**src/rtl/imm_extend_pipe.sv**
```systemverilog
// Registered immediate-extension stage: extends an IN_W-bit immediate to OUT_W bits
// (sign, zero, upper or word-offset) behind a valid/ready handshake with a 2-entry skid.
module imm_extend_pipe #(
    parameter int IN_W  = 16,
    parameter int OUT_W = 32
) (
    input  logic             clk,
    input  logic             rst,
    input  logic             in_valid,
    output logic             in_ready,
    input  logic [IN_W-1:0]  in_imm,
    input  logic [1:0]       in_mode,
    output logic             out_valid,
    input  logic             out_ready,
    output logic [OUT_W-1:0] out_imm,
    output logic             out_neg,
    output logic [15:0]      xfer_count
);

    typedef enum logic [1:0] {
        ST_EMPTY = 2'd0,
        ST_ONE   = 2'd1,
        ST_FULL  = 2'd2
    } state_t;

    // Mode 3 shifts the sign-extended value, so its top two bits fall off the end.
    function automatic logic [OUT_W-1:0] extend_imm(input logic [IN_W-1:0] imm,
                                                    input logic [1:0]      mode);
        logic [OUT_W-1:0] sext;
        sext = {{(OUT_W-IN_W){imm[IN_W-1]}}, imm};
        case (mode)
            2'd0:    extend_imm = sext;
            2'd1:    extend_imm = {{(OUT_W-IN_W){1'b0}}, imm};
            2'd2:    extend_imm = {imm, {(OUT_W-IN_W){1'b0}}};
            2'd3:    extend_imm = sext << 2'd2;
            default: extend_imm = '0;
        endcase
    endfunction

    state_t           state_r;
    logic [OUT_W-1:0] skid_r;
    logic [OUT_W-1:0] ext_s;
    logic             in_xfer_s;
    logic             out_xfer_s;

    // Extension result and handshake qualifiers for this cycle.
    always_comb begin
        ext_s      = extend_imm(in_imm, in_mode);
        in_xfer_s  = in_valid & in_ready;
        out_xfer_s = out_valid & out_ready;
    end

    // Two-entry storage FSM; in_ready is registered from the next state.
    always_ff @(posedge clk) begin
        if (rst) begin
            state_r    <= ST_EMPTY;
            out_valid  <= 1'b0;
            in_ready   <= 1'b1;
            out_imm    <= '0;
            out_neg    <= 1'b0;
            skid_r     <= '0;
            xfer_count <= 16'd0;
        end else begin
            if (out_xfer_s) begin
                xfer_count <= xfer_count + 16'd1;
            end
            case (state_r)
                ST_EMPTY: begin
                    if (in_xfer_s) begin
                        out_imm   <= ext_s;
                        out_neg   <= ext_s[OUT_W-1];
                        out_valid <= 1'b1;
                        state_r   <= ST_ONE;
                    end
                    in_ready <= 1'b1;
                end
                ST_ONE: begin
                    if (in_xfer_s && out_xfer_s) begin
                        out_imm <= ext_s;
                        out_neg <= ext_s[OUT_W-1];
                    end else if (in_xfer_s) begin
                        skid_r   <= ext_s;
                        state_r  <= ST_FULL;
                        in_ready <= 1'b0;
                    end else if (out_xfer_s) begin
                        out_valid <= 1'b0;
                        state_r   <= ST_EMPTY;
                    end
                end
                ST_FULL: begin
                    if (out_xfer_s) begin
                        out_imm  <= skid_r;
                        out_neg  <= skid_r[OUT_W-1];
                        state_r  <= ST_ONE;
                        in_ready <= 1'b1;
                    end
                end
                default: begin
                    // Unreachable encoding: fall back to a clean empty stage.
                    state_r   <= ST_EMPTY;
                    out_valid <= 1'b0;
                    in_ready  <= 1'b1;
                end
            endcase
        end
    end

endmodule
```
**config.mk**
```make
export PLATFORM = sky130hd
export DESIGN_NAME = imm_extend_pipe
export DESIGN_NICKNAME = d
export VERILOG_FILES = /design/src/rtl/imm_extend_pipe.sv
export SDC_FILE = /design/constraint.sdc
export NUM_CORES = 1
export LEC_CHECK = 0
export ABC_CLOCK_PERIOD_IN_PS = 1500
export CAP_MARGIN = 20
export CELL_PAD_IN_SITES_DETAIL_PLACEMENT = 1
export CELL_PAD_IN_SITES_GLOBAL_PLACEMENT = 1
export CORE_UTILIZATION = 34
export CTS_CLUSTER_DIAMETER = 80
export DETAILED_ROUTE_END_ITERATION = 10
export GPL_TIMING_DRIVEN = 0
export PLACE_DENSITY = 0.84
export SYNTH_ARGS = -nofsm -noshare
export SYNTH_HDL_FRONTEND = slang
export SYNTH_SLANG_ARGS = --single-unit
```
**constraint.sdc**
```tcl
create_clock -name clk -period 1.5 [get_ports clk]
set_input_delay 0.3 -clock clk [delete_from_list [all_inputs] [get_ports clk]]
set_output_delay 0.3 -clock clk [all_outputs]
set_load 0.02 [all_outputs]
```
==> Word level (Yosys, flattened, before mapping) <==
Index checks and enable logic that the tools add are counted.
{ "word_totals": {"inputBits": 22, "wordCells": 58, "ff_bits": 85, "output_inout_bits": 51} }
{ "op_classes": {"bitwise_logic": 4, "muxes": 24, "eq_ne": 13, "n_reduce_logical": 9, "add_sub_neg": 1} }
{ "ops": {"columns": ["operator", "n"], "rows": [
  ["$pmux W32 S4", 1],
  ["$mux W32", 3],
  ["$pmux W32 S3", 1],
  ["$add A16 B1 Y16 const B", 1],
  ["$ne A2 B2 Y1 const B", 7],
  ["$mux W1", 10],
  ["$mux W2", 5],
  ["$reduce_and A4 Y1", 2],
  ["$eq A2 B2 Y1 const B", 3],
  ["$pmux W1 S3", 2],
  ["$pmux W2 S3", 1],
  ["$reduce_and A3 Y1", 2],
  ["$reduce_and A5 Y1", 1],
  ["$eq A2 B1 Y1 const B", 2],
  ["$logic_not A2 Y1", 2],
  ["$ne A3 B3 Y1 const B", 1],
  ["$reduce_bool A3 Y1", 1],
  ["$and A1 B1 Y1", 2],
  ["$not A1 Y1", 2],
  ["$pmux W1 S2", 1],
  ["$logic_and A1 B1 Y1", 1]
]} }

==> Depth between registers and ports, before layout <==
{ "logic_depth": {"word_depth": 5, "mapped_depth": 7, "mapped_depth_nobuf": 5} }

==> Least setup slack after synthesis <==
OpenSTA, ideal clock, no wires.
{ "synth_path": {"kind": "register -> register", "start": "register out_valid", "end": "register out_imm[14]", "t_arrival_ps": 1542, "setup_time_ps": 70, "synth_period_minus_slack_ps": 1613, "path_stages_with_launch": 8, "setup_slack_ps": -113, "path_cell_list": "dfxtp_1 -> buf_2 -> a21boi_2 -> o31a_1 -> buf_2 -> buf_6 -> a211o_1 -> a21oi_1"} }
{ "synth_between": {"elab_chain_cells": 4, "word_cells_on_any_way": 5, "cone_classes": "eq/ne: 2; bitwise: 1; reduce/logical: 2"} }
{ "synth_lines": {"columns": ["element", "line_no", "source"], "rows": [
  ["start, declared", "13", "output logic out_valid,"],
  ["start signal, assigned", "57", "out_valid <= 1'b0;"],
  ["start signal, assigned", "72", "out_valid <= 1'b1;"],
  ["start signal, assigned", "86", "out_valid <= 1'b0;"],
  ["$and A1 B1 Y1 *", "50", "out_xfer_s = out_valid & out_ready;"],
  ["$logic_and A1 B1 Y1", "78", "if (in_xfer_s && out_xfer_s) begin"],
  ["$ne A2 B2 Y1 (no source line)", null, null],
  ["$reduce_and A4 Y1 (no source line) *", null, null],
  ["end signal, assigned", "70", "out_imm <= ext_s;"],
  ["end signal, assigned", "79", "out_imm <= ext_s;"],
  ["end signal, assigned", "92", "out_imm <= skid_r;"],
  ["end, declared", "15", "output logic [OUT_W-1:0] out_imm,"]
]} }
Every way passes the cells marked *; elsewhere a longest branch is shown, timed or not.
A chain may end at the register's enable or synchronous reset.

==> Final worst setup path <==
{ "layout_path": {"start": "input out_ready", "end": "register out_imm[10]"} }
{ "layout_between": {"elab_chain_cells": 4, "word_cells_on_any_way": 5, "cone_classes": "eq/ne: 2; bitwise: 1; reduce/logical: 2"} }
{ "layout_lines": {"columns": ["element", "line_no", "source"], "rows": [
  ["start, declared", "14", "input logic out_ready,"],
  ["$and A1 B1 Y1 *", "50", null],
  ["$logic_and A1 B1 Y1", "78", null],
  ["$ne A2 B2 Y1 (no source line)", null, null],
  ["$reduce_and A4 Y1 (no source line) *", null, null]
]} }
Marks and branches as above.

==> run metrics <==
outcome complete, but fails checks; failing checks negative setup slack; Period Utilization, post-route 1.11; Top Ports 73; Required @ worst endpoint about 1.8 ns; gr usage total 0.262; top_reg_cell synth dfxtp_1; First-pass DRT Iterations 6; Arrival @ worst endpoint 1.98 ns; Post-DP Area about 4700 sq um; RSZ-0062 raised after global routing true; minimum clock period around 1.7 ns; die height 107 microns; cell count after placement about 700; Final nets 607; Pins Over Slew Limit 0; clock skew about 0.017 ns; Area Overhead vs Synth 52.8%; n_diodes 0; largest net degree at the start of global routing 14; via density per instance about 5.7; Mapped Cells between 400 and 500; post-route design area 5770 sq um; CP Capture Type register; Seq pwr share 0.446; internal power about 3.7 mW; R2R Setup Slk -0.11 ns; GP Congestion 0.888; Final HPWL DP 9120 microns; share of cells above drive strength 1 0.316; PnR worst setup slack -0.169 ns; Worst Hold Class input pin to register; Syn Std Cell Area about 3800 sq um; Routed WL around 15000 microns; crit-path max FO 8; core area about 11000 sq um; clk sinks 84; root buf cell clkbuf_8; Avg WL per Cell 20.8 microns; worst reg2reg path depth 7; cts bufs inserted 9; Crit Path Class input pin to register; clock buffer depth 2; CP Launch Type input pin; Static Leak between 2 and 2.5 nW; Avg Inst Size Synth 8.05 sq um; initial antenna violation count 0; EDFF count, synth 0; clock power share 0.265; PwrDens roughly 970 nW/um^2; final hold violations 0; Critical Path Source out_ready; Worst R2R End out_imm[10]; Seq/Total Area, Yosys 0.446; starting density of the core 0.348; Site Rows 38; relative slew slack 0.501; Yosys cell types 43; crit path to out_imm[10]; Synthesized Nets 492; final setup violation count between 40 and 50; Initial DRC Count between 100 and 150; first-pass GRT wire length 22900 microns; Die Width roughly 110 microns; CTS tree done; max frequency 599 MHz; Gate power share 0.289; I/O Buffers a little over 70; Synth Warn # 0; Sw Pwr between 1.5 and 2 mW; Peak VDD IR 0.000581 V; fraction of registers with async set/reset 0; H-tree levels 3; switching part of the total 0.337; Reg clk slew, reported paths approximately 0.090 ns; ANT nets after route 0; register bit total from synthesis between 80 and 90; # hold bufs at CTS 0; max_cap viols 0; GRT overflow 0; Tightest Pin Transition 0.749 ns; Fin Setup TNS -3.80 ns; via count between 4000 and 5000; final cell count without fillers ~730; Worst-Skew Late Latency ~0.38 ns; vias in the first global route about 4400; die area 11500 sq um; drt drc 0; FF-to-FF Start out_valid
-- state kept, by name (all words and copies together) (netlist names) --
register    count
out_valid       1
state_r         2
skid_r         32
out_imm        32
xfer_count     16
in_ready        1
-- how the worst min path moves through the flow --
stage / cells after the start / end / from
final: 4 / in_ready / in_valid
after floorplan: 2 / skid_r[16] / skid_r[16]
after global routing: 4 / in_ready / in_valid
after CTS: 2 / out_imm[2] / out_imm[2]
after detailed placement: 2 / out_imm[7] / out_imm[7]
after global placement: 2 / skid_r[16] / skid_r[16]
-- final cells by class --
class / count / area [sq um]
buffer: 39 / 352
multi-input combinational: 339 / 2350
sequential: 84 / 1700
fill: 1239 / 5070
clock buffer: 12 / 135
inverter: 3 / 11.3
timing repair buffer: 108 / 1020
tap: 140 / 175
clock inverter: 4 / 26.3
-- power groups by stage --
stage	sequential, mW	combinational, mW	clock, mW
floorplan	2.61	0.564	0
global placement	2.52	1.07	0
detailed placement	2.53	1.11	0
CTS	2.49	1.45	1.48
global route	2.52	1.71	1.59
finish	2.50	1.62	1.48
-- metrics by stage --
stage	total power, mW	setup slack, ns	util	hold slack, ns
after floorplan	3.17	0.0213	-	0.427
after global placement	3.58	-0.661	0.432	0.434
after detailed placement	3.64	-0.775	0.432	0.446
after CTS	5.41	-0.108	0.508	0.458
after global routing	5.81	-0.169	0.532	0.465
final	5.60	-0.169	0.532	0.433
-- placed cells by master (no fill, tap or decap), types with 12 or more instances in the layout --
cell,synthesis,layout
a21oi_2,0,20
nand2_1,70,59
a22oi_1,13,12
a21oi_1,53,33
dfxtp_1,84,75
clkdlybuf4s50_1,0,17
a211o_1,13,13
buf_6,2,12
dlygate4sd2_1,0,47
nor2_1,59,50
buf_4,4,30
nor3_1,32,24
clkbuf_2,0,12
-- per-layer routing --
metal,global-route usage,part of all wire
met5,0,0
met4,0.130,0.028
met2,0.467,0.52
met1,0.294,0.41
met3,0.0557,0.042
-- worst max-delay path: stages --
cell,delay [ns]
dlygate4sd2_1,0.51
nand4b_1,0.26
o31a_1,0.19
buf_6,0.16
buf_16,0.14
a211o_1,0.25
a21oi_2,0.15
-- kinds of logic (layout without fill, tap and decap cells) --
group,count (synthesis),in the layout,share of synthesized area
buffers and inverters,46,166,0.0587
adder cells (fa/ha/maj),1,1,0.00332
XOR/XNOR,11,11,0.0255
AND/OR/NAND/NOR,200,200,0.237
AO/OA/AOI/OAI,124,124,0.222
multiplexers,3,3,0.00829
flip-flops,84,84,0.446
-- cells in the mapped netlist (all sizes together), types with 2 or more instances --
cell type	n	area [sq um]
a211o	13	114
a211oi	13	97.6
a21boi	3	26.3
a21oi	53	265
a22oi	13	97.6
a311oi	4	35.0
and2	3	18.8
and4	3	26.3
buf	22	131
clkbuf	21	78.8
dfxtp	84	1680
inv	3	11.3
mux2i	2	20.0
nand2	70	263
nand2b	5	31.3
nand3	7	35.0
nand4	6	37.5
nor2	59	221
nor2b	4	25.0
nor3	32	160
nor4	3	18.8
o211ai	2	15.0
o21ai	5	25.0
o221ai	14	123
or2	2	12.5
or3	2	12.5
xnor2	7	61.3
xor2	4	35.0
-- repair_timing --
item                       in CTS  in global routing
pin swaps                      43                 31
cloned                          5                  0
setup buffers                  22                 10
gates resized for setup       181                 70
setup endpoints to repair     133                 83
Power figures use the tool's default switching activity.
